[config.mk]
export PLATFORM = sky130hd
export DESIGN_NAME = sp_line_shifter
export DESIGN_NICKNAME = d
export VERILOG_FILES = /design/src/rtl/sp_line_shifter.sv
export SDC_FILE = /design/constraint.sdc
export NUM_CORES = 1
export LEC_CHECK = 0
export BUFFER_PORTS_ARGS = -buffer_cell sky130_fd_sc_hd__buf_2
export CORE_ASPECT_RATIO = 1.1
export CORE_MARGIN = 10
export CORE_UTILIZATION = 50
export DETAILED_ROUTE_END_ITERATION = 10
export PLACE_DENSITY = 0.71
export SKIP_LAST_GASP = 1
export SLEW_MARGIN = 20
export SYNTH_ARGS = -nofsm -noshare
export SYNTH_HDL_FRONTEND = slang
export SYNTH_SLANG_ARGS = --single-unit
[constraint.sdc]
create_clock -name clk -period 4.62 [get_ports clk]
set_clock_uncertainty 0.05 [all_clocks]
set_input_delay 0.924 -clock clk [delete_from_list [all_inputs] [get_ports clk]]
set_output_delay 0.924 -clock clk [all_outputs]
set_load 0.01 [all_outputs]
[src/rtl/sp_line_shifter.sv]
// -----------------------------------------------------------------------------
// sp_line_shifter
//
// Sequential sprite pixel engine for the PPU. Holds NUM_SLOTS sprite slots,
// each with an X down-counter and a pair of pattern shift registers. Slots are
// written one per cycle from secondary OAM during the HBlank sprite fetch. On
// every visible dot (pix_en) the engine resolves priority across the slots
// and registers one sprite pixel for the background/sprite mux.
//
// Ports
//   clk           PPU dot clock
//   rst           synchronous active-high reset
//   load_en       write one slot this cycle
//   load_slot     slot index to write (indices >= NUM_SLOTS are ignored)
//   load_valid    entry is a real sprite (0 leaves the slot inactive)
//   load_x        sprite X position
//   load_attr     OAM attribute byte: [1:0] palette, [5] priority, [6] hflip
//   load_lo/hi    pattern bitplanes
//   load_zero     slot holds OAM sprite 0
//   line_start    next visible dot is dot 0
//   pix_en        advance one visible dot
//   show_left     show sprites in columns 0..7
//   sp_enable     sprite rendering enable
//   sp_color_idx  {palette, color}; 0 is transparent
//   sp_prio       priority bit of the winning slot
//   sp_zero       winning opaque pixel came from sprite 0
//   sp_valid      outputs belong to the previous pix_en
// -----------------------------------------------------------------------------
module sp_line_shifter #(
    parameter int NUM_SLOTS = 8,
    parameter int SLOT_W    = (NUM_SLOTS > 1) ? $clog2(NUM_SLOTS) : 1
) (
    input  logic              clk,
    input  logic              rst,
    input  logic              load_en,
    input  logic [SLOT_W-1:0] load_slot,
    input  logic              load_valid,
    input  logic [7:0]        load_x,
    input  logic [7:0]        load_attr,
    input  logic [7:0]        load_lo,
    input  logic [7:0]        load_hi,
    input  logic              load_zero,
    input  logic              line_start,
    input  logic              pix_en,
    input  logic              show_left,
    input  logic              sp_enable,
    output logic [3:0]        sp_color_idx,
    output logic              sp_prio,
    output logic              sp_zero,
    output logic              sp_valid
);

    // Horizontal flip is applied once at load time so the shifters always
    // present the next pixel on bit 7.
    function automatic logic [7:0] rev8(input logic [7:0] b);
        logic [7:0] r;
        for (int k = 0; k < 8; k++) begin
            r[k] = b[7-k];
        end
        return r;
    endfunction

    // Per-slot state
    logic [NUM_SLOTS-1:0] active_q, active_d;
    logic [7:0]           xcnt_q  [NUM_SLOTS];
    logic [7:0]           xcnt_d  [NUM_SLOTS];
    logic [7:0]           sh_lo_q [NUM_SLOTS];
    logic [7:0]           sh_lo_d [NUM_SLOTS];
    logic [7:0]           sh_hi_q [NUM_SLOTS];
    logic [7:0]           sh_hi_d [NUM_SLOTS];
    logic [3:0]           pcnt_q  [NUM_SLOTS];
    logic [3:0]           pcnt_d  [NUM_SLOTS];
    logic [1:0]           pal_q   [NUM_SLOTS];
    logic [1:0]           pal_d   [NUM_SLOTS];
    logic [NUM_SLOTS-1:0] prio_q, prio_d;
    logic [NUM_SLOTS-1:0] zero_q, zero_d;

    // Line position and registered outputs
    logic [8:0] dotcnt_q, dotcnt_d;
    logic [3:0] color_q, color_d;
    logic       prio_out_q, prio_out_d;
    logic       zero_out_q, zero_out_d;
    logic       valid_q;

    logic [NUM_SLOTS-1:0] hit;
    logic [NUM_SLOTS-1:0] emit;
    logic [8:0]           dot_now;
    logic                 masked;
    logic [3:0]           win_col;
    logic                 win_prio;
    logic                 win_zero;

    // Attribute bits not used by the pixel engine (vertical flip is resolved
    // during the pattern fetch, bits 4:2 are unimplemented in OAM).
    logic unused_attr;
    assign unused_attr = ^{load_attr[7], load_attr[4:2]};

    // Slot load / dot advance
    always_comb begin
        for (int i = 0; i < NUM_SLOTS; i++) begin
            active_d[i] = active_q[i];
            xcnt_d[i]   = xcnt_q[i];
            sh_lo_d[i]  = sh_lo_q[i];
            sh_hi_d[i]  = sh_hi_q[i];
            pcnt_d[i]   = pcnt_q[i];
            pal_d[i]    = pal_q[i];
            prio_d[i]   = prio_q[i];
            zero_d[i]   = zero_q[i];

            // A slot written this cycle neither emits nor shifts.
            hit[i]  = load_en && (load_slot == SLOT_W'(i));
            emit[i] = active_q[i] && !hit[i] && (xcnt_q[i] == 8'd0) && !pcnt_q[i][3];

            if (hit[i]) begin
                active_d[i] = load_valid;
                xcnt_d[i]   = load_x;
                pcnt_d[i]   = 4'd0;
                pal_d[i]    = load_attr[1:0];
                prio_d[i]   = load_attr[5];
                zero_d[i]   = load_zero;
                sh_lo_d[i]  = load_attr[6] ? rev8(load_lo) : load_lo;
                sh_hi_d[i]  = load_attr[6] ? rev8(load_hi) : load_hi;
            end else if (pix_en && active_q[i]) begin
                if (xcnt_q[i] != 8'd0) begin
                    xcnt_d[i] = xcnt_q[i] - 8'd1;
                end else if (!pcnt_q[i][3]) begin
                    sh_lo_d[i] = {sh_lo_q[i][6:0], 1'b0};
                    sh_hi_d[i] = {sh_hi_q[i][6:0], 1'b0};
                    pcnt_d[i]  = pcnt_q[i] + 4'd1;
                    // Retire the slot as its eighth pixel goes out.
                    if (pcnt_q[i] == 4'd7) begin
                        active_d[i] = 1'b0;
                    end
                end else begin
                    active_d[i] = 1'b0;
                end
            end
        end
    end

    // Priority: walk from the highest index down so the lowest-index opaque
    // emitting slot is the last to write and therefore wins.
    always_comb begin
        win_col  = 4'd0;
        win_prio = 1'b0;
        win_zero = 1'b0;
        for (int i = NUM_SLOTS - 1; i >= 0; i--) begin
            if (emit[i] && (sh_hi_q[i][7] || sh_lo_q[i][7])) begin
                win_col  = {pal_q[i], sh_hi_q[i][7], sh_lo_q[i][7]};
                win_prio = prio_q[i];
                win_zero = zero_q[i];
            end
        end
    end

    // Dot counter, left-column clip and output staging
    always_comb begin
        // line_start together with pix_en is dot 0 of the new line.
        dot_now  = line_start ? 9'd0 : dotcnt_q;
        dotcnt_d = dotcnt_q;
        if (line_start) begin
            dotcnt_d = pix_en ? 9'd1 : 9'd0;
        end else if (pix_en) begin
            dotcnt_d = dotcnt_q + 9'd1;
        end

        masked = !sp_enable || (!show_left && (dot_now < 9'd8));

        color_d    = color_q;
        prio_out_d = prio_out_q;
        zero_out_d = zero_out_q;
        if (pix_en) begin
            color_d    = masked ? 4'd0 : win_col;
            prio_out_d = masked ? 1'b0 : win_prio;
            zero_out_d = masked ? 1'b0 : win_zero;
        end
    end

    always_ff @(posedge clk) begin
        if (rst) begin
            active_q   <= '0;
            prio_q     <= '0;
            zero_q     <= '0;
            dotcnt_q   <= 9'd0;
            color_q    <= 4'd0;
            prio_out_q <= 1'b0;
            zero_out_q <= 1'b0;
            valid_q    <= 1'b0;
            for (int i = 0; i < NUM_SLOTS; i++) begin
                xcnt_q[i]  <= 8'd0;
                sh_lo_q[i] <= 8'd0;
                sh_hi_q[i] <= 8'd0;
                pcnt_q[i]  <= 4'd0;
                pal_q[i]   <= 2'd0;
            end
        end else begin
            active_q   <= active_d;
            prio_q     <= prio_d;
            zero_q     <= zero_d;
            dotcnt_q   <= dotcnt_d;
            color_q    <= color_d;
            prio_out_q <= prio_out_d;
            zero_out_q <= zero_out_d;
            valid_q    <= pix_en;
            for (int i = 0; i < NUM_SLOTS; i++) begin
                xcnt_q[i]  <= xcnt_d[i];
                sh_lo_q[i] <= sh_lo_d[i];
                sh_hi_q[i] <= sh_hi_d[i];
                pcnt_q[i]  <= pcnt_d[i];
                pal_q[i]   <= pal_d[i];
            end
        end
    end

    assign sp_color_idx = color_q;
    assign sp_prio      = prio_out_q;
    assign sp_zero      = zero_out_q;
    assign sp_valid     = valid_q;

endmodule

# Word level (Yosys, flattened, before mapping)
# Memory sizes are Yosys's and may differ from the RTL's.
# Index checks and enable logic that the tools add are counted.
[word_totals]
register_bits = 40
latchBits = 0
ram_bits = 240
romBits = 0
in_bits = 44
output_inout_bits = 7
elab_cells = 477
memories = 5
[op_classes]
addsub = 17
n_mul = 0
n_div = 0
n_lt_le_gt_ge = 1
n_eq_ne = 23
shift = 0
n_mux = 244
bitwise_logic = 40
n_reduce_logical = 118
[mem_list]
columns = ["name", "words", "word_bits", "read_ports", "rd_clocked_by_memory_dff", "wr", "line_no", "source"]
rows = [
  ["sh_hi_q", 8, 8, 8, 0, 8, "69", "logic [7:0] sh_hi_q [NUM_SLOTS];"],
  ["sh_lo_q", 8, 8, 8, 0, 8, "67", "logic [7:0] sh_lo_q [NUM_SLOTS];"],
  ["xcnt_q", 8, 8, 8, 0, 8, "65", "logic [7:0] xcnt_q [NUM_SLOTS];"],
  ["pcnt_q", 8, 4, 8, 0, 8, "71", "logic [3:0] pcnt_q [NUM_SLOTS];"],
  ["pal_q", 8, 2, 8, 0, 8, "73", "logic [1:0] pal_q [NUM_SLOTS];"],
]
[op_table]
columns = ["op", "count"]
rows = [
  ["$mux 8", 114],
  ["$mux 4", 49],
  ["$logic_not 8->1", 8],
  ["$reduce_bool 8->1", 8],
  ["$sub 8x1->8 const B", 8],
  ["$mux 1", 62],
  ["$logic_and 1x1->1", 49],
  ["$or 1x1->1", 40],
  ["$add 4x1->4 const B", 8],
  ["$eq 4x3->1 const B", 8],
  ["$mux 2", 16],
  ["$mux 9", 3],
  ["$reduce_and 3->1", 8],
  ["$reduce_bool 3->1", 8],
  ["$logic_not 1->1", 18],
  ["$reduce_bool 2->1", 9],
  ["$ne 2x2->1 const B", 8],
  ["$eq 3x3->1 const B", 4],
  ["$add 9x1->9 const B", 1],
  ["$logic_or 1x1->1", 9],
  ["$lt 9x4->1 const B", 1],
  ["$eq 3x2->1 const B", 2],
  ["$eq 3x1->1 const B", 1],
  ["$logic_not 3->1", 1],
]

# Longest topological paths before layout
# Gate-level depths: netlist (run 1).
[depth]
ltp_word = 16
ltp_mapped = 10
depth_no_buf = 8

# Worst setup path after synthesis (run 1)
# Ideal clock, no wire load.
[synth_path]
path_type = "in2reg"
from = "input load_slot[0]"
to = "register color_q[0] (netlist: sp_color_idx[0])"
arrival_time_ps = 2516
required_time_ps = 4445
slack_ps = 1929
stages = 8
n_path_buf = 2
cell_sequence = "buf_2 nand4bb_1 clkbuf_1 nand4_1 or2_2 a31o_2 o311ai_0 nand2_1"
[synth_between]
elab_chain_len = 16
[synth_lines]
columns = ["item", "line_no", "source"]
rows = [
  ["from (decl)", "36", "input logic [SLOT_W-1:0] load_slot,"],
  ["$eq 3x3->1", "111", "hit[i] = load_en && (load_slot == SLOT_W'(i));"],
  ["$logic_and 1x1->1", "111", ""],
  ["$logic_not 1->1", "112", "emit[i] = active_q[i] && !hit[i] && (xcnt_q[i] == 8'd0) && !pcnt_q[i][3];"],
  ["$logic_and 1x1->1 (3 in a row)", "112", ""],
  ["$logic_and 1x1->1", "148", "if (emit[i] && (sh_hi_q[i][7] || sh_lo_q[i][7])) begin"],
  ["$mux 4 (7 in a row)", "148", ""],
  ["$mux 4 *", "148", ""],
  ["$mux 4 *", "173", "color_d = masked ? 4'd0 : win_col;"],
  ["to (signal assigned)", "201", "color_q <= color_d;"],
  ["to (decl)", "80", "logic [3:0] color_q, color_d;"],
]
# Every way passes the cells marked *; elsewhere a longest branch is shown, timed or not.
# A chain may end at the register's enable or synchronous reset.

# Worst setup path after layout (run 1)
[layout_path]
from = "input load_slot[2]"
to = "register color_q[2] (netlist: sp_color_idx[2])"
# Same word-level chain as after synthesis.

==> impl_table.tex, run 1 <==
\begin{tabular}{lr}
\hline
Metric & Value \\
\hline
\multicolumn{2}{l}{\textbf{Pwr}} \\
Power Dens Cells & 361.1 nW/µm² \\
Peak VDD IR & 0.0003076 V \\
Leakage power of the design & 5.060 nW \\
\multicolumn{2}{l}{\textbf{Routing}} \\
Avg WL per Cell & 17.52 µm \\
First-pass iteration count of the detailed router & 5 \\
Post-detailed-routing wire length & 33630 µm \\
Total vias in the final route & 11230 \\
Iteration-0 DRC count of the detailed router & 718 \\
Number of nets with antenna violations after detailed routing & 0 \\
Detailed-route vias per instance & 5.853 \\
Remaining routing DRC violations & 0 \\
\multicolumn{2}{l}{\textbf{CTS}} \\
Insertion delay of the later-clocked pin in the worst-skew pair & 0.55 ns \\
TritonCTS buffer count & 30 \\
TritonCTS clock tree & built \\
Clock tree buffer depth & 3 \\
Buffers inserted by post-CTS timing repair & 0 \\
\# clock sinks & 280 \\
H-Tree Depth & 1 \\
Number of gates resized after cts & 0 \\
Root buffer cell & sky130\_fd\_sc\_hd\_\_clkbuf\_16 \\
Quantity of hold-fixing buffers added after cts & 0 \\
Clock-pin slew on the worst setup and hold paths & 0.06 ns \\
\multicolumn{2}{l}{\textbf{Floorplan}} \\
Chip width & 177.5 µm \\
Starting utilization of the core area & 50.64\% \\
Core region area & 26960 µm² \\
Number of top-level pins & 51 \\
Full die area & 34320 µm² \\
Placement row count & 63 \\
Die Y-Extent & 193.3 µm \\
\multicolumn{2}{l}{\textbf{STA}} \\
Clock period minus worst slack & 2.780 ns \\
Maximum operating frequency & 359.7 MHz \\
Final Slew Violations & 0 \\
Worst-margin pin slew & 1.000 ns \\
Unrepaired setup endpoints after global routing & no \\
PnR worst setup slack & 1.840 ns \\
Total of endpoints with negative setup slack in the final report & 0 \\
Part of the cycle the worst path needs & 60.17\% \\
Hold Vio Cnt, Final & 0 \\
Worst relative slew slack & 33.31\% \\
Total negative setup slack & 0 ns \\
Worst hold margin & 0.4065 ns \\
\multicolumn{2}{l}{\textbf{Global route}} \\
Initial antenna violation count & 0 \\
Overflow left after global routing & 0 \\
Wire length of the first global-routing pass & 55500 µm \\
Via count of the first global-routing pass & 10670 \\
Maximum number of pins on one net before global-route repair & 142 \\
Global-route total usage across every layer & 19.03\% \\
\multicolumn{2}{l}{\textbf{Worst setup path}} \\
Number of stages on the worst setup path & 7 \\
Category of the worst setup path launch point & input port \\
Cell with the largest stage delay on the worst path & sky130\_fd\_sc\_hd\_\_nor4b\_2 \\
Worst Path Buf+Inv & 1 \\
Crit Reg-Reg Startpoint & xcnt\_q[1][10]\$\_SDFFE\_PP0P\_ \\
Critical path origin & load\_slot[2] \\
Max incr delay on CP & 0.53 ns \\
Worst-case register-to-register setup slack & 1.91 ns \\
Reg-to-Reg End & sp\_color\_idx[3]\$\_SDFFE\_PP0P\_ \\
Required time of the critical path & 5.00 ns \\
Worst Setup Path Type & input port to flip-flop \\
Data arrival time of the worst path & 3.16 ns \\
Capturing element type of the critical path & flip-flop \\
Cells traversed along the worst timing path & buf\_2 -> and4bb\_2 -> nor4b\_2 -> and2\_1 -> nor3\_1 -> nor4b\_1 -> or3\_1 \\
Critical Path Fanout Max & 16 \\
Critical path endpoint & sp\_color\_idx[2]\$\_SDFFE\_PP0P\_ \\
R2r worst-path depth & 6 \\
CP top delay family & simple AND/OR/NAND/NOR gates \\
\multicolumn{2}{l}{\textbf{Placement}} \\
Place WS & 1.306 ns \\
Count of port buffers added during placement & 46 \\
Post-detailed-placement cell area & 13980 µm² \\
Routability Congestion & 0.8714 \\
Estimated wirelength of the detail-placed design & 21950 µm \\
\multicolumn{2}{l}{\textbf{Synth}} \\
Share of synthesized area occupied by flip-flops and latches & 41.06\% \\
Syn\_area\_per\_cell & 8.762 µm² \\
Post-synthesis sequential element count & 280 \\
Synth warn & 0 \\
Post-synthesis async set-or-reset flop share & 0\% \\
Most used flip-flop cell after synthesis & sky130\_fd\_sc\_hd\_\_dfxtp\_1 \\
Cell with the most instances after synthesis & sky130\_fd\_sc\_hd\_\_dfxtp\_1 \\
Leading post-synthesis cells by instance count & sky130\_fd\_sc\_hd\_\_dfxtp\_1 (280), sky130\_fd\_sc\_hd\_\_nor2\_1 (245), sky130\_fd\_sc\_hd\_\_a211oi\_1 (158) \\
Summed instance area of the synthesized netlist & 13650 µm² \\
Synth Net Count & 1626 \\
Cells taking the most area after synthesis & sky130\_fd\_sc\_hd\_\_dfxtp\_1 (41\%), sky130\_fd\_sc\_hd\_\_mux2i\_1 (8.9\%), sky130\_fd\_sc\_hd\_\_a211oi\_1 (8.7\%), sky130\_fd\_sc\_hd\_\_nor2\_1 (6.7\%), sky130\_fd\_sc\_hd\_\_nand2\_1 (4.0\%) \\
Area share of the largest cell type after synthesis & 41.06\% \\
Post-Synthesis Cells & 1558 \\
Number of synthesized flops with an enable pin & 0 \\
Number of different library cells in the post-synthesis netlist & 78 \\
Post-synth top area cell & sky130\_fd\_sc\_hd\_\_dfxtp\_1 \\
\multicolumn{2}{l}{\textbf{Layout}} \\
Final core utilization & 55.66\% \\
Non-Filler Cell Area, Final & 15010 µm² \\
Nets@finish & 1606 \\
Share of layout cells above drive strength 1 & 11.08\% \\
Layout Area Growth over Synthesis & 9.926\% \\
Antenna diode instance count & 0 \\
\multicolumn{2}{l}{\textbf{Job}} \\
Max Cap Violations & 0 \\
\multicolumn{2}{l}{\textbf{Min path}} \\
Type of the tightest min-delay check & flip-flop to flip-flop \\
\multicolumn{2}{l}{\textbf{Outcome}} \\
Run status & finished, final reports clean \\
\hline
\end{tabular}
[worst min-delay path by stage]
stage	endpoint	depth (start not counted)	slack [ns]	start
2_1_floorplan	prio_q[0]$_SDFFE_PP0P_	2	0.39	prio_q[0]$_SDFFE_PP0P_
3_3_place_gp	pal_q[1][6]$_SDFFE_PP0P_	2	0.39	pal_q[1][6]$_SDFFE_PP0P_
3_5_place_dp	pal_q[1][6]$_SDFFE_PP0P_	2	0.40	pal_q[1][6]$_SDFFE_PP0P_
4_1_cts	pal_q[1][6]$_SDFFE_PP0P_	2	0.41	pal_q[1][6]$_SDFFE_PP0P_
5_1_grt	prio_q[7]$_SDFFE_PP0P_	2	0.43	prio_q[7]$_SDFFE_PP0P_
6_report	zero_q[7]$_SDFFE_PP0P_	2	0.41	zero_q[7]$_SDFFE_PP0P_
[where the power goes]
part	total (mW)	internal (mW)	switching, mW
sequential	2.54	2.49	0.0546
clock	2.45	1.48	0.975
combinational	0.429	0.148	0.281
[worst reg2reg max path, delay by kind of cell, from the launching register on]
family	cells	cell delay [ns]
DFF	1	0.38
and+or+nand+nor	4	1.93
AOI/OAI and AO/OA	2	0.29
[layout by cell type, fill, tap and decap left out, types with 27 or more instances in the layout]
cell,count
sky130_fd_sc_hd__mux2i_1,122
sky130_fd_sc_hd__buf_2,45
sky130_fd_sc_hd__nor2_1,245
sky130_fd_sc_hd__nand2_1,144
sky130_fd_sc_hd__a21oi_1,69
sky130_fd_sc_hd__inv_1,27
sky130_fd_sc_hd__clkbuf_16,31
sky130_fd_sc_hd__a211oi_1,158
sky130_fd_sc_hd__xnor2_1,35
sky130_fd_sc_hd__xor2_1,33
sky130_fd_sc_hd__nor3_1,58
sky130_fd_sc_hd__dfxtp_1,280
[layout make-up]
type                            count  area [µm²]
Fill cell                        2414       11950
Multi-Input combinational cell   1132        7432
Sequential cell                   280        5605
Clock buffer                       45       918.4
Tap cell                          357       446.7
Timing Repair Buffer               67       396.6
Clock inverter                     11       105.1
Inverter                           27       101.3
[state kept, by name, indices dropped and copies added, names as in the netlist]
| signal | cells |
|---|---|
| active_q | 8 |
| dotcnt_q | 9 |
| pal_q | 16 |
| pcnt_q | 32 |
| prio_q | 8 |
| sh_hi_q | 64 |
| sh_lo_q | 64 |
| sp_color_idx | 4 |
| sp_prio | 1 |
| sp_valid | 1 |
| sp_zero | 1 |
| xcnt_q | 64 |
| zero_q | 8 |
[per-stage QoR]
stage	instances	power, mW
2_1_floorplan	1558	2.890
3_3_place_gp	1863	3.005
3_5_place_dp	1863	3.017
4_1_cts	1919	5.453
5_1_grt	1919	5.616
6_report	1919	5.419
[logic make-up after synthesis]
group           count (synthesis)  share of synthesized area (%)
compound gates                332                          17.35
xor+xnor                       68                          4.363
fa+ha+maj                      24                          2.200
buf+inv                       146                          4.968
flops                         280                          41.06
mux                           137                          10.18
simple gates                  571                          19.87
[routing by layer]
metal	track usage, %	share of wire (%)
met1	26.19	47
met2	30.11	45
met3	2.630	5.2
met4	5.910	2.6
met5	0	0
Note: power is estimated with default switching activity, not from simulation.
==> run 2, diff against run 1 <==
--- a/config.mk
+++ b/config.mk
@@ -5,6 +5,7 @@
 export SDC_FILE = /design/constraint.sdc
 export NUM_CORES = 1
 export LEC_CHECK = 0
+export ABC_AREA = 1
 export BUFFER_PORTS_ARGS = -buffer_cell sky130_fd_sc_hd__buf_2
 export CORE_ASPECT_RATIO = 1.1
 export CORE_MARGIN = 10
==> constraint.sdc (replaced) <==
create_clock -name clk -period 2.9 [get_ports clk]
set_clock_uncertainty 0.05 [all_clocks]
set_input_delay 0.58 -clock clk [delete_from_list [all_inputs] [get_ports clk]]
set_output_delay 0.58 -clock clk [all_outputs]
set_load 0.01 [all_outputs]
==> run 2 against run 1 <==
Non-clock buffer count grew 23; final cell count grew 21%; area after synthesis grew 0.58%; sequential share of layout area shrank 0.85 points; core utilization grew 1.1 points; first-iteration DRC count grew 49%; global-route usage grew 1.0 points; clock-buffer cell count grew 3; synthesized cell count grew 23%; die area grew 0.52%; via count grew 13%.
==> impl_table.tex, run 2 <==
\begin{tabular}{lr}
\hline
Metric & Value \\
\hline
\multicolumn{2}{l}{\textbf{Outcome}} \\
Run status & finished, final reports clean \\
\multicolumn{2}{l}{\textbf{Global route}} \\
Global-route total usage across every layer & 20.08\% (+1.0 points) \\
Initial antenna violation count & 3 (+3) \\
Maximum number of pins on one net before global-route repair & 118 (-17\%) \\
Via count of the first global-routing pass & 11900 (+11\%) \\
Wire length of the first global-routing pass & 58640 µm (+5.7\%) \\
Overflow left after global routing & 0 (unchanged) \\
\multicolumn{2}{l}{\textbf{CTS}} \\
Clock-pin slew on the worst setup and hold paths & 0.06 ns (about the same) \\
H-Tree Depth & 1 (unchanged) \\
Quantity of hold-fixing buffers added after cts & 0 (unchanged) \\
\# clock sinks & 280 (unchanged) \\
TritonCTS buffer count & 30 (unchanged) \\
Insertion delay of the later-clocked pin in the worst-skew pair & 0.56 ns (about the same) \\
TritonCTS clock tree & built \\
Number of gates resized after cts & 0 (unchanged) \\
Root buffer cell & sky130\_fd\_sc\_hd\_\_clkbuf\_16 \\
Clock tree buffer depth & 3 (unchanged) \\
Buffers inserted by post-CTS timing repair & 0 (unchanged) \\
\multicolumn{2}{l}{\textbf{Min path}} \\
Type of the tightest min-delay check & input port to flip-flop \\
\multicolumn{2}{l}{\textbf{Worst setup path}} \\
Critical path origin & xcnt\_q[1][8]\$\_SDFFE\_PP0P\_ \\
Critical Path Fanout Max & 7 (-9) \\
Capturing element type of the critical path & flip-flop \\
Worst Setup Path Type & flip-flop to flip-flop \\
Reg-to-Reg End & sp\_color\_idx[3]\$\_SDFFE\_PP0P\_ \\
Data arrival time of the worst path & 2.73 ns (-0.43 ns) \\
R2r worst-path depth & 16 (+10) \\
Critical path endpoint & sp\_color\_idx[3]\$\_SDFFE\_PP0P\_ \\
Required time of the critical path & 3.27 ns (-1.73 ns) \\
Worst-case register-to-register setup slack & 0.55 ns (-1.36 ns) \\
Category of the worst setup path launch point & flip-flop \\
Crit Reg-Reg Startpoint & xcnt\_q[1][8]\$\_SDFFE\_PP0P\_ \\
\multicolumn{2}{l}{\textbf{Synth}} \\
Number of synthesized flops with an enable pin & 0 (unchanged) \\
Post-synthesis async set-or-reset flop share & 0\% (unchanged) \\
Post-Synthesis Cells & 1923 (+23\%) \\
Leading post-synthesis cells by instance count & sky130\_fd\_sc\_hd\_\_nand2\_1 (558), sky130\_fd\_sc\_hd\_\_dfxtp\_1 (280), sky130\_fd\_sc\_hd\_\_nor2\_1 (241) \\
Synth warn & 0 (unchanged) \\
Summed instance area of the synthesized netlist & 13730 µm² (+0.58\%) \\
Syn\_area\_per\_cell & 7.140 µm² (-19\%) \\
Synth Net Count & 1991 (+22\%) \\
Cell with the most instances after synthesis & sky130\_fd\_sc\_hd\_\_nand2\_1 \\
Share of synthesized area occupied by flip-flops and latches & 40.83\% (-0.24 points) \\
Cells taking the most area after synthesis & sky130\_fd\_sc\_hd\_\_dfxtp\_1 (41\%), sky130\_fd\_sc\_hd\_\_nand2\_1 (15\%), sky130\_fd\_sc\_hd\_\_nor2\_1 (6.6\%), sky130\_fd\_sc\_hd\_\_a311oi\_1 (6.1\%), sky130\_fd\_sc\_hd\_\_a21oi\_1 (4.4\%) \\
Post-synth top area cell & sky130\_fd\_sc\_hd\_\_dfxtp\_1 \\
Number of different library cells in the post-synthesis netlist & 54 (-31\%) \\
Area share of the largest cell type after synthesis & 40.83\% (-0.24 points) \\
Post-synthesis sequential element count & 280 (unchanged) \\
Most used flip-flop cell after synthesis & sky130\_fd\_sc\_hd\_\_dfxtp\_1 \\
\multicolumn{2}{l}{\textbf{Routing}} \\
Remaining routing DRC violations & 0 (unchanged) \\
Avg WL per Cell & 15.31 µm (-13\%) \\
Number of nets with antenna violations after detailed routing & 0 (unchanged) \\
Detailed-route vias per instance & 5.462 (-6.7\%) \\
Iteration-0 DRC count of the detailed router & 1070 (+49\%) \\
First-pass iteration count of the detailed router & 5 (unchanged) \\
Total vias in the final route & 12730 (+13\%) \\
Post-detailed-routing wire length & 35690 µm (+6.1\%) \\
\multicolumn{2}{l}{\textbf{STA}} \\
Total of endpoints with negative setup slack in the final report & 0 (unchanged) \\
Worst relative slew slack & 48.34\% (+15 points) \\
Final Slew Violations & 0 (unchanged) \\
Clock period minus worst slack & 2.355 ns \\
Unrepaired setup endpoints after global routing & no \\
Maximum operating frequency & 424.7 MHz \\
Part of the cycle the worst path needs & 81.20\% \\
Worst-margin pin slew & 0.7716 ns (-0.2288 ns) \\
Hold Vio Cnt, Final & 0 (unchanged) \\
Worst hold margin & 0.3015 ns (-0.1050 ns) \\
Total negative setup slack & 0 ns (unchanged) \\
\multicolumn{2}{l}{\textbf{Pwr}} \\
Leakage power of the design & 5.796 nW (+15\%) \\
Peak VDD IR & 0.0004213 V (+37\%) \\
Power Dens Cells & 584.3 nW/µm² (+62\%) \\
\multicolumn{2}{l}{\textbf{Floorplan}} \\
Full die area & 34490 µm² (+0.52\%) \\
Starting utilization of the core area & 50.78\% (+0.14 points) \\
Die Y-Extent & 193.8 µm (+0.26\%) \\
Placement row count & 63 (unchanged) \\
Number of top-level pins & 51 (unchanged) \\
Chip width & 178.0 µm (+0.26\%) \\
Core region area & 27040 µm² (+0.29\%) \\
\multicolumn{2}{l}{\textbf{Placement}} \\
Routability Congestion & 0.8764 (+0.57\%) \\
Count of port buffers added during placement & 46 (unchanged) \\
Estimated wirelength of the detail-placed design & 23370 µm (+6.5\%) \\
\multicolumn{2}{l}{\textbf{Layout}} \\
Top library cells by usage in the layout, fill and taps aside & sky130\_fd\_sc\_hd\_\_nand2\_1 (558), sky130\_fd\_sc\_hd\_\_dfxtp\_1 (280), sky130\_fd\_sc\_hd\_\_nor2\_1 (241), sky130\_fd\_sc\_hd\_\_inv\_1 (124), sky130\_fd\_sc\_hd\_\_a21oi\_1 (121) \\
Share of layout cells above drive strength 1 & 11.06\% (-0.015 points) \\
Layout Area Growth over Synthesis & 11.85\% \\
Nets@finish & 2015 (+25\%) \\
Commonest non-fill, non-tap cell in the layout & sky130\_fd\_sc\_hd\_\_nand2\_1 \\
Largest registers & sh\_hi\_q x64, sh\_lo\_q x64, xcnt\_q x64 \\
\multicolumn{2}{l}{\textbf{Job}} \\
Max Cap Violations & 0 (unchanged) \\
\hline
\end{tabular}
run 2: where the power goes:
| group | internal (mW) | total [mW] | leakage (nW) | switching, mW |
|---|---|---|---|---|
| Sequential | 3.97 | 4.05 | 2.27 | 0.0769 |
| Clock | 2.51 | 4.09 | 0.515 | 1.57 |
| Combinational | 0.283 | 0.840 | 3.01 | 0.557 |
| Total | 6.77 | 8.97 | 5.80 | 2.21 |
run 2: metrics by stage:
step / util [%] / instance area (µm²) / instances / setup slack (ns) / power, mW
finish: 56.80 / 15360 / 2331 / 0.5453 / 8.972
global route: 56.80 / 15360 / 2331 / 0.2899 / 9.309
floorplan: - / 13730 / 1923 / 0.9418 / 4.700
global placement: 52.83 / 14280 / 2272 / 0.4641 / 4.941
CTS: 56.77 / 15350 / 2328 / 0.5653 / 9.022
detailed placement: 52.83 / 14280 / 2272 / 0.4022 / 4.960
run 2: final cells by class:
cell class | count | area (µm²)
Clock buffer | 48 | 919.6
Antenna cell | 3 | 7.507
Timing Repair Buffer | 90 | 591.8
Fill cell | 2514 | 11680
Clock inverter | 8 | 145.1
Inverter | 147 | 565.5
Sequential cell | 280 | 5605
Tap cell | 357 | 446.7
Multi-Input combinational cell | 1398 | 7074
run 2: how the worst min path moves through the flow:
stage | from | to | depth (start not counted)
final | load_x[5] | xcnt_q[0][5]$_SDFFE_PP0P_ | 5
after global routing | rst | xcnt_q[0][5]$_SDFFE_PP0P_ | 4
after CTS | load_x[5] | xcnt_q[0][5]$_SDFFE_PP0P_ | 5
after detailed placement | dotcnt_q[7]$_SDFFE_PP0P_ | dotcnt_q[7]$_SDFFE_PP0P_ | 1
after global placement | sh_lo_q[0][4]$_SDFFE_PP0P_ | sh_lo_q[0][4]$_SDFFE_PP0P_ | 2
after floorplan | dotcnt_q[7]$_SDFFE_PP0P_ | dotcnt_q[7]$_SDFFE_PP0P_ | 1
run 2: kinds of logic after synthesis:
logic type / Yosys count / share of synthesized area (%)
adder cells (fa/ha/maj): 24 / 2.187
AND/OR/NAND/NOR: 946 / 28.83
flip-flops: 280 / 40.83
AO/OA/AOI/OAI: 393 / 18.27
XOR/XNOR: 35 / 2.233
buffers and inverters: 245 / 7.646
run 2: critical path, cell delays in order (launching register included):
cell and delay [ns]:
sky130_fd_sc_hd__dfxtp_1 0.31, sky130_fd_sc_hd__inv_1 0.13, sky130_fd_sc_hd__ha_1 0.17, sky130_fd_sc_hd__nor3b_1 0.31
sky130_fd_sc_hd__nand2_1 0.17, sky130_fd_sc_hd__nor2_4 0.24, sky130_fd_sc_hd__nand2_1 0.15, sky130_fd_sc_hd__nand2_1 0.11
sky130_fd_sc_hd__nand2_1 0.06, sky130_fd_sc_hd__nand2_1 0.06, sky130_fd_sc_hd__nand2_1 0.05, sky130_fd_sc_hd__nand2_1 0.07
sky130_fd_sc_hd__nand2_1 0.06, sky130_fd_sc_hd__nand2_1 0.06, sky130_fd_sc_hd__nand2_1 0.07, sky130_fd_sc_hd__nand2_1 0.09
sky130_fd_sc_hd__a21oi_1 0.06
run 2: layer usage:
| metal | up-vias | part of all wire (%) | GRT usage (%) |
|---|---|---|---|
| met3 | 69 | 5.0 | 2.240 |
| met2 | 313 | 49 | 34.18 |
| met5 | - | 0 | 0 |
| met4 | 0 | 2.3 | 6.433 |
| li1 | 6470 | - | - |
| met1 | 5879 | 44 | 25.77 |
==> run 3, diff against run 2 <==
--- a/config.mk
+++ b/config.mk
@@ -5,7 +5,7 @@
 export SDC_FILE = /design/constraint.sdc
 export NUM_CORES = 1
 export LEC_CHECK = 0
-export ABC_AREA = 1
+export ABC_AREA = 0
 export BUFFER_PORTS_ARGS = -buffer_cell sky130_fd_sc_hd__buf_2
 export CORE_ASPECT_RATIO = 1.1
 export CORE_MARGIN = 10
==> constraint.sdc (replaced) <==
create_clock -name clk -period 2.3 [get_ports clk]
set_clock_uncertainty 0.05 [all_clocks]
set_input_delay 0.46 -clock clk [delete_from_list [all_inputs] [get_ports clk]]
set_output_delay 0.46 -clock clk [all_outputs]
set_load 0.01 [all_outputs]
==> run 3 against run 2 <==
Core utilization increased by 2.5 points; first-iteration DRC count fell by 4.7%; critical endpoint unchanged; total power increased by 24%; largest cell class unchanged; via count decreased by 8.4%; final cell count shrank 14%; non-clock buffer count up 75; sequential cell count did not move; final area grew 4.1%; fmax up 3.2%; sequential power grew 26%; global-route usage rose by 0.47 points; critical path depth down 10.
==> impl_table.tex, run 3 (same netlist as run 1, synthesis figures left out) <==
\begin{tabular}{lr}
\hline
Metric & Value \\
\hline
\multicolumn{2}{l}{\textbf{Layout}} \\
Layout Area Growth over Synthesis & 17.06\% \\
Largest registers & sh\_hi\_q x64, sh\_lo\_q x64, xcnt\_q x64 \\
Share of layout cells above drive strength 1 & 16.94\% (+5.9 points) \\
Top library cells by usage in the layout, fill and taps aside & sky130\_fd\_sc\_hd\_\_dfxtp\_1 (279), sky130\_fd\_sc\_hd\_\_nor2\_1 (245), sky130\_fd\_sc\_hd\_\_a211oi\_1 (156), sky130\_fd\_sc\_hd\_\_nand2\_1 (144), sky130\_fd\_sc\_hd\_\_mux2i\_1 (122) \\
Non-filler instance count after layout & 2016 (-14\%) \\
Non-Filler Cell Area, Final & 15980 µm² (+4.1\%) \\
Antenna diode instance count & 0 (-3) \\
Nets@finish & 1704 (-15\%) \\
Commonest non-fill, non-tap cell in the layout & sky130\_fd\_sc\_hd\_\_dfxtp\_1 \\
Final core utilization & 59.27\% (+2.5 points) \\
\multicolumn{2}{l}{\textbf{Worst setup path}} \\
Worst Setup Path Type & flip-flop to flip-flop \\
Cell type with the highest occurrence count on the critical path & sky130\_fd\_sc\_hd\_\_or4\_4 \\
Max incr delay on CP & 0.57 ns (+0.26 ns) \\
Category of the worst setup path launch point & flip-flop \\
Critical Path Fanout Max & 4 (-3) \\
Cell with the largest stage delay on the worst path & sky130\_fd\_sc\_hd\_\_or4\_4 \\
Reg-to-Reg End & sp\_color\_idx[3]\$\_SDFFE\_PP0P\_ \\
Required time of the critical path & 2.74 ns (-0.53 ns) \\
Capturing element type of the critical path & flip-flop \\
Cells traversed along the worst timing path & or4\_4 -> nor3\_4 -> and2\_4 -> a221oi\_2 -> or4\_4 -> a32oi\_1 \\
Crit Reg-Reg Startpoint & xcnt\_q[1][18]\$\_SDFFE\_PP0P\_ \\
Worst-case register-to-register setup slack & 0.02 ns (-0.53 ns) \\
Data arrival time of the worst path & 2.72 ns (about the same) \\
R2r worst-path depth & 6 (-10) \\
\multicolumn{2}{l}{\textbf{Routing}} \\
Post-detailed-routing wire length & 36580 µm (+2.5\%) \\
Number of nets with antenna violations after detailed routing & 0 (unchanged) \\
Avg WL per Cell & 18.14 µm (+19\%) \\
Detailed-route vias per instance & 5.786 (+5.9\%) \\
Iteration-0 DRC count of the detailed router & 1020 (-4.7\%) \\
Total vias in the final route & 11670 (-8.4\%) \\
Remaining routing DRC violations & 0 (unchanged) \\
First-pass iteration count of the detailed router & 5 (unchanged) \\
\multicolumn{2}{l}{\textbf{CTS}} \\
Clock tree buffer depth & 3 (unchanged) \\
Quantity of hold-fixing buffers added after cts & 0 (unchanged) \\
TritonCTS buffer count & 30 (unchanged) \\
\# clock sinks & 280 (unchanged) \\
Root buffer cell & sky130\_fd\_sc\_hd\_\_clkbuf\_16 \\
Clock-pin slew on the worst setup and hold paths & 0.06 ns (about the same) \\
TritonCTS clock tree & built \\
Insertion delay of the later-clocked pin in the worst-skew pair & 0.56 ns (about the same) \\
H-Tree Depth & 1 (unchanged) \\
\multicolumn{2}{l}{\textbf{Pwr}} \\
Register share of total power & 45.9\% (+0.8 points) \\
Clock network fraction of total power & 44.9\% (-0.6 points) \\
Leakage power of the design & 5.590 nW (-3.6\%) \\
Switching pwr & 2.755 mW (+25\%) \\
Internal Pwr Total & 8.358 mW (+24\%) \\
Switching fraction of total power & 24.79\% (+0.20 points) \\
Relative contribution of combinational cells to total power & 9.3\% (about the same) \\
Peak VDD IR & 0.0006400 V (+52\%) \\
Power Dens Cells & 695.5 nW/µm² (+19\%) \\
\multicolumn{2}{l}{\textbf{Floorplan}} \\
Core region area & 26960 µm² (-0.29\%) \\
Full die area & 34320 µm² (-0.51\%) \\
Starting utilization of the core area & 50.64\% (-0.14 points) \\
Placement row count & 63 (unchanged) \\
Number of top-level pins & 51 (unchanged) \\
Chip width & 177.5 µm (-0.26\%) \\
Die Y-Extent & 193.3 µm (-0.26\%) \\
\multicolumn{2}{l}{\textbf{Global route}} \\
Via count of the first global-routing pass & 11230 (-5.6\%) \\
Wire length of the first global-routing pass & 59080 µm (+0.74\%) \\
Maximum number of pins on one net before global-route repair & 119 (+0.85\%) \\
Initial antenna violation count & 0 (-3) \\
Global-route total usage across every layer & 20.54\% (+0.47 points) \\
Overflow left after global routing & 0 (unchanged) \\
\multicolumn{2}{l}{\textbf{STA}} \\
Final Slew Violations & 0 (unchanged) \\
Worst relative slew slack & 46.15\% (-2.2 points) \\
Total negative setup slack & 0 ns (unchanged) \\
Unrepaired setup endpoints after global routing & yes \\
Total of endpoints with negative setup slack in the final report & 0 (unchanged) \\
Clock period minus worst slack & 2.282 ns (-0.07229 ns) \\
Worst hold margin & 0.1971 ns (-0.1043 ns) \\
Part of the cycle the worst path needs & 99.24\% (+18 points) \\
Hold Vio Cnt, Final & 0 (unchanged) \\
Maximum operating frequency & 438.1 MHz (+3.2\%) \\
Worst-margin pin slew & 0.8077 ns (+0.03615 ns) \\
\multicolumn{2}{l}{\textbf{Placement}} \\
Count of port buffers added during placement & 46 (unchanged) \\
Estimated wirelength of the detail-placed design & 24460 µm (+4.6\%) \\
Routability Congestion & 0.9386 (+7.1\%) \\
Placed Cells incl. Taps & 1955 (-14\%) \\
Post-detailed-placement cell area & 14810 µm² (+3.7\%) \\
\multicolumn{2}{l}{\textbf{Min path}} \\
Instance count along the most critical hold path & 3 (-2) \\
Origin of the worst min-delay path & load\_zero \\
Type of the tightest min-delay check & input port to flip-flop \\
Endpoint of the worst hold-timing path & zero\_q[7]\$\_SDFFE\_PP0P\_ \\
\multicolumn{2}{l}{\textbf{Job}} \\
Max Cap Violations & 0 (unchanged) \\
\multicolumn{2}{l}{\textbf{Outcome}} \\
Run status & finished, final reports clean \\
\hline
\end{tabular}
run 3: cell types whose count changed in the layout (fill, tap and decap cells not counted), moves of 62 or more:
cell                       previous run  this run
sky130_fd_sc_hd__nand2_1            558       144
sky130_fd_sc_hd__a211oi_1             2       156
sky130_fd_sc_hd__a311oi_1            95         4
sky130_fd_sc_hd__inv_1              124        26
sky130_fd_sc_hd__buf_4               42       104
sky130_fd_sc_hd__o21ai_0             73        10
sky130_fd_sc_hd__mux2i_1              0       122
run 3: repair_timing:
| item | 4_1_cts | 5_1_grt |
|---|---|---|
| endpoints found under the hold margin | 0 | 0 |
| cloned | 0 | 2 |
| endpoints found under the setup margin | 2 | 42 |
| setup buffers | 1 | 3 |
| pin swaps | 1 | 10 |
| resized for setup | 1 | 12 |
run 3: layout make-up:
type	instances	area, µm²
clock inverters	14	168.9
well taps	357	446.7
fillers	2343	10980
flip-flops and latches	280	5607
clock buffers	41	862.1
inverters	27	101.3
multi-input cells	1132	7463
repair buffers	165	1330
run 3: power groups by stage:
stage	Combinational [mW]	Sequential (mW)	Clock (mW)
after floorplan	0.631	5.17	0
after global placement	0.978	5.20	0
after detailed placement	1.00	5.20	0
after CTS	1.01	5.09	5.07
after global routing	1.12	5.11	5.26
final	1.03	5.10	4.98
run 3: per-stage QoR:
stage,setup slack (ns),power (mW)
3_3_place_gp,-0.1598,6.174
4_1_cts,0.001734,11.18
6_report,0.01758,11.11
3_5_place_dp,-0.1965,6.202
2_1_floorplan,0.07330,5.805
5_1_grt,-0.08017,11.49
run 3: routing by layer:
metal | wire, µm | global-route usage (%) | up-vias
li1 | - | - | 5773
met1 | 17020 | 28.41 | 5574
met2 | 16780 | 32.78 | 262
met3 | 1738 | 2.435 | 56
met4 | 1039 | 6.033 | 0
met5 | 0 | 0 | -
run 3: worst max path at each step:
stage / depth (start not counted) / end / from / slack (ns)
floorplan: 8 / sp_color_idx[0]$_SDFFE_PP0P_ / load_slot[0] / 0.07
global placement: 7 / sp_color_idx[1]$_SDFFE_PP0P_ / load_slot[0] / -0.16
detailed placement: 7 / sp_color_idx[1]$_SDFFE_PP0P_ / load_slot[0] / -0.20
CTS: 8 / sp_color_idx[3]$_SDFFE_PP0P_ / xcnt_q[1][17]$_SDFFE_PP0P_ / 0.002
global route: 6 / sp_color_idx[3]$_SDFFE_PP0P_ / xcnt_q[1][18]$_SDFFE_PP0P_ / -0.08
finish: 6 / sp_color_idx[3]$_SDFFE_PP0P_ / xcnt_q[1][18]$_SDFFE_PP0P_ / 0.02
run 3: worst max-delay path: cells and delay by family, from the launching register on:
kind,cells,cell delay [ns]
AO/OA/AOI/OAI,2,0.27
flip-flops,1,0.31
AND/OR/NAND/NOR,4,1.58
